**config.mk**
```make
export PLATFORM = sky130hd
export DESIGN_NAME = baud_rate_controller
export DESIGN_NICKNAME = d
export VERILOG_FILES = /design/src/rtl/baud_rate_controller.sv
export SDC_FILE = /design/constraint.sdc
export NUM_CORES = 1
export LEC_CHECK = 0
export ABC_AREA = 1
export BUFFER_PORTS_ARGS = -buffer_cell sky130_fd_sc_hd__buf_2
export CAP_MARGIN = 30
export CORE_MARGIN = 5
export CORE_UTILIZATION = 40
export CTS_CLUSTER_DIAMETER = 100
export CTS_CLUSTER_SIZE = 12
export DETAILED_ROUTE_END_ITERATION = 10
export GPL_TIMING_DRIVEN = 0
export HOLD_SLACK_MARGIN = 0.15
export PLACE_DENSITY = 0.68
export SLEW_MARGIN = 20
export SYNTH_ARGS = -nofsm -noshare
export SYNTH_HDL_FRONTEND = slang
export SYNTH_SLANG_ARGS = --single-unit
```
**constraint.sdc**
```tcl
create_clock -name clk_50MHz -period 3.7 [get_ports clk_50MHz]
set_clock_uncertainty 0.1 [all_clocks]
set_input_delay 0.74 -clock clk_50MHz [delete_from_list [all_inputs] [get_ports clk_50MHz]]
set_output_delay 0.74 -clock clk_50MHz [all_outputs]
set_load 0.02 [all_outputs]
```
**src/rtl/baud_rate_controller.sv**
```systemverilog
// baud_rate_controller
// Runtime-configurable baud timing: owns the divisor, emits a 16x oversample
// tick and a 1x bit tick, and swaps the divisor only while the UART is idle.
module baud_rate_controller #(
  parameter int DIV_W       = 16,
  parameter int DEFAULT_DIV = 325,
  parameter int MIN_DIV     = 2
) (
  input  logic             clk_50MHz,
  input  logic             reset,
  input  logic             enable,
  input  logic [DIV_W-1:0] cfg_div,
  input  logic             cfg_valid,
  output logic             cfg_ready,
  output logic             cfg_err,
  input  logic             uart_busy,
  output logic             tick,
  output logic             bit_tick,
  output logic [DIV_W-1:0] div_active,
  output logic [1:0]       state
);

  localparam logic [1:0] S_OFF  = 2'b00;
  localparam logic [1:0] S_RUN  = 2'b01;
  localparam logic [1:0] S_PEND = 2'b10;
  localparam logic [1:0] S_LOAD = 2'b11;

  localparam logic [DIV_W-1:0] LP_DEFAULT = DIV_W'(DEFAULT_DIV);
  localparam logic [DIV_W-1:0] LP_MIN     = DIV_W'(MIN_DIV);

  logic [1:0]       r_state;
  logic [DIV_W-1:0] r_cnt;
  logic [3:0]       r_sub;
  logic [DIV_W-1:0] r_div_active;
  logic [DIV_W-1:0] r_div_pend;
  logic             r_cfg_err;

  logic w_counting;
  logic w_tick;
  logic w_ready;
  logic w_handshake;
  logic w_accept;

  // Outputs decode straight from registers so the tick has no extra latency.
  // div_active never drops below MIN_DIV, so the subtraction cannot wrap.
  assign w_counting  = (r_state == S_RUN) || (r_state == S_PEND);
  assign w_tick      = w_counting && (r_cnt == r_div_active - DIV_W'(1));
  assign w_ready     = (r_state == S_OFF) || (r_state == S_RUN);
  assign w_handshake = cfg_valid && w_ready;
  assign w_accept    = w_handshake && (cfg_div >= LP_MIN);

  assign tick       = w_tick;
  assign bit_tick   = w_tick && (r_sub == 4'd15);
  assign cfg_ready  = w_ready;
  assign cfg_err    = r_cfg_err;
  assign div_active = r_div_active;
  assign state      = r_state;

  // Divisor counter and 16-tick subcounter; cleared whenever not counting
  // or when counting is about to stop.
  always_ff @(posedge clk_50MHz) begin
    // NOTE: sequential state uses non-blocking assignments so every flop
    // samples pre-edge values regardless of statement order.
    if (reset || !w_counting || !enable) begin
      r_cnt <= '0;
      r_sub <= '0;
    end else if (w_tick) begin
      r_cnt <= '0;
      r_sub <= r_sub + 4'd1;
    end else begin
      r_cnt <= r_cnt + DIV_W'(1);
    end
  end

  // Control FSM: divisor handshake, deferred load while the UART is busy,
  // and the one-cycle rejection flag.
  always_ff @(posedge clk_50MHz) begin
    if (reset) begin
      r_state      <= S_OFF;
      r_div_active <= LP_DEFAULT;
      r_div_pend   <= LP_DEFAULT;
      r_cfg_err    <= 1'b0;
    end else begin
      r_cfg_err <= w_handshake && !w_accept;
      case (r_state)
        S_OFF: begin
          if (w_accept) r_div_active <= cfg_div;
          if (enable)   r_state      <= S_RUN;
        end
        S_RUN: begin
          if (!enable) begin
            // A request arriving together with disable is applied directly.
            if (w_accept) r_div_active <= cfg_div;
            r_state <= S_OFF;
          end else if (w_accept) begin
            r_div_pend <= cfg_div;
            r_state    <= S_PEND;
          end
        end
        S_PEND: begin
          if (!enable) begin
            // Keep the pending request rather than dropping it.
            r_div_active <= r_div_pend;
            r_state      <= S_OFF;
          end else if (!uart_busy) begin
            r_state <= S_LOAD;
          end
        end
        default: begin
          r_div_active <= r_div_pend;
          r_state      <= enable ? S_RUN : S_OFF;
        end
      endcase
    end
  end

endmodule

```
==> impl_metrics.ini <==
[clock_tree]
clockBufferDepth = 2
cts.repair.resized = 0
h-tree-depth = 2
cts_sinks = 55
cts_buffers = 5
clock_latency_ns = 0.31
clockRootBuffer = clkbuf_8
post_cts_buffers = 0
clk_pin_slew_worst_paths_ns = 0.10
cts_tree = built
ctsHoldBuffers = 0

[placement]
place_ws_ns = 0.722
gp_congestion = 0.876
portBuffers = 42
hpwl_microns = 6170

[die]
initial_core_util_pct = 41.1
die_area_sq_um = 9870
ioPinCount = 43
fp.dieH_microns = 99.3
rows = 32
fp.dieW_microns = 99.3
core_sq_um = 7770

[flow_run]
cap_violations = 0

[worst_hold_path]
min_path_type = flop to flop
min_path_cells = 2

[logic_synthesis]
synthesis.nets = 512
synth_seq_area_share_pct = 34.5
ys_seq_elements = 55
synthDistinctLibCells = 30
syn-cell-area_sq_um = 3190
syn_inst = 484
synth.avg_cell_area_sq_um = 6.59
yosysWarningCount = 0

[sta]
slew_headroom_pct = 63.1
worstMarginPinSlew_ns = 0.552
post-route-period-util_pct = 89.8
drv_slew = 0
fin_crit_ns = 3.32
hold_violations = 0
setup_viol = 0
rsz0062_at_grt = no
max_freq_ghz = 0.301
setup_ws_ns = 0.377
finalSetupTns_ns = 0

[detailed_routing]
ant_nets = 0
routed_wl_microns = 7690
num_vias = 3063
drt_iter0_markers = 103
via_per_inst = 4.82
drc = 0
wl_per_cell_microns = 12.1
drt_pass1_iterations = 4

[finish]
n_fill_cell = 862
area_growth_pct = 13.2
diodes = 0
drive_gt1_share_pct = 13.7
nNetsFinal = 561
post-route-util_pct = 46.5

[power]
p_switching_mw = 1.06
vdd_ir_drop_max_mv = 0.333
p_int_mw = 1.19
p_leak_nw = 1.65
seqPwrFrac_pct = 36.0
pwr_density_cell_nw_per_um2 = 623
p_sw_share_pct = 47.2
pwr-share-clk_pct = 15.1
pwr-share-comb_pct = 48.9

[critical_path]
crit_fanout = 6
worstPathArrival_ns = 2.48
path_common_cell = nor2_1
ff2ff_path_depth = 10
start_kind = flop
worstPathCellList = inv_1, ha_1, inv_1, nor2_1, nand3_1, nor2_1, nand2_1, nor2_1, nand2_1, nor2_4, nand4_1, nor3_1, buf_2
rrSetupSlack_ns = 1.22
required_ns = 2.86
path_class = flop to primary output
crit_slowest_cell = dfxtp_1
endpoint_kind = primary output
cpPeakStageDelay_ns = 0.44

[outcome]
status = finished, final reports clean

[global_route]
first_global_vias = 2974
track_usage_pct = 15.8
grt_remaining_overflow = 0
antenna_found_initial = 0
grt_pass1_wl_microns = 13000
grt_max_degree = 18
-- sequential cells by signal (all words and copies together), names as in the netlist --
signal and cells:
div_active 16, r_cnt 16, r_div_pend 16, r_sub 4, state 2, cfg_err 1
-- per-layer routing --
layer / part of all wire [%] / routed length [microns] / track usage (%)
met5: 0 / 0 / 0
met4: 1.4 / 108 / 4.62
met3: 4.8 / 369 / 3.51
met2: 47 / 3600 / 27.0
met1: 47 / 3620 / 19.9
-- synthesized netlist by cell type --
| cell | count | share of area [%] |
|---|---|---|
| nand3b_1 | 1 | 0.24 |
| nand4_1 | 10 | 2.0 |
| nor2_1 | 69 | 8.1 |
| buf_2 | 2 | 0.31 |
| o21ai_1 | 1 | 0.16 |
| nand2_1 | 99 | 12 |
| nor3_1 | 5 | 0.78 |
| nand2_4 | 1 | 0.35 |
| nand3_1 | 23 | 3.6 |
| nand2_2 | 3 | 0.59 |
| a21oi_1 | 37 | 5.8 |
| o211ai_1 | 12 | 2.8 |
| nor2_4 | 3 | 1.1 |
| o21ai_0 | 38 | 6.0 |
| o21bai_1 | 1 | 0.24 |
| clkbuf_1 | 7 | 0.82 |
| or2_2 | 2 | 0.39 |
| dfxtp_1 | 55 | 34 |
| nand3_4 | 1 | 0.55 |
| and2_1 | 1 | 0.20 |
| nor2_2 | 7 | 1.4 |
| xnor2_1 | 7 | 1.9 |
| inv_2 | 1 | 0.12 |
| ha_1 | 7 | 2.7 |
| clkbuf_2 | 1 | 0.16 |
| nor3_2 | 1 | 0.31 |
| buf_6 | 2 | 0.71 |
| inv_1 | 71 | 8.3 |
| xor2_1 | 12 | 3.3 |
| nor3b_1 | 4 | 0.94 |
-- path summary, 6_finish.rpt --
kind                                            startpoint                         end
worst max-delay path                 state[1]$_SDFFE_PP0P_                    bit_tick
worst min-delay path            r_div_pend[4]$_SDFFE_PP0P_  r_div_pend[4]$_SDFFE_PP0P_
worst max register to register       state[1]$_SDFFE_PP0P_  r_div_pend[8]$_SDFFE_PP1P_
worst min register to register  r_div_pend[4]$_SDFFE_PP0P_  r_div_pend[4]$_SDFFE_PP0P_
-- final cells by class --
class                      instances  area, sq um  share of cell area (%)
multi-input combinational        345         1760                    48.6
inverter                          72          270                    7.48
tap                              102          128                    3.53
clock inverter                     2         16.3                   0.450
buffer                            12         63.8                    1.77
sequential                        55         1100                    30.5
timing repair buffer              42          210                    5.82
clock buffer                       5         68.8                    1.90
-- per-stage QoR --
step,power [mW],instance area [sq um],cells,hold slack (ns)
floorplan,1.62,3190,484,0.321
finish,2.25,3610,635,0.361
global placement,1.91,3530,628,0.334
CTS,2.26,3610,635,0.361
detailed placement,1.92,3530,628,0.345
global route,2.44,3610,635,0.403
-- logic make-up (layout without fill, tap and decap cells) --
| logic type | count (synthesis) | after routing | synth area share (%) |
|---|---|---|---|
| simple gates | 230 | 230 | 32.1 |
| compound gates | 89 | 89 | 15.0 |
| buf+inv | 84 | 133 | 10.5 |
| xor+xnor | 19 | 19 | 5.21 |
| flops | 55 | 55 | 34.5 |
| fa+ha+maj | 7 | 7 | 2.74 |
-- worst max-delay path, delay by kind of cell (launching register included) --
kind | cells | cell delay [ns]
buffers and inverters | 3 | 0.38
and+or+nand+nor | 9 | 1.04
adders and majority gates | 1 | 0.31
DFF | 1 | 0.44
-- power groups by stage --
stage               Combinational (mW)  Clock [mW]  Sequential (mW)
floorplan                        0.736           0            0.879
global placement                  1.09           0            0.820
detailed placement                1.09           0            0.825
CTS                               1.10       0.344            0.812
global route                      1.24       0.369            0.831
finish                            1.10       0.340            0.810
-- placed cells by master, fill, tap and decap left out, drive strengths merged, types with 2 or more instances in the layout --
cell type	n
xor2	12
nand3	24
buf	46
clkbuf	13
nand2	103
o21ai	39
o211ai	12
dfxtp	55
nor2	79
or2	2
nor3	6
nand4	10
a21oi	37
ha	7
xnor2	7
inv	73
nor3b	4
Power figures use the tool's default switching activity.
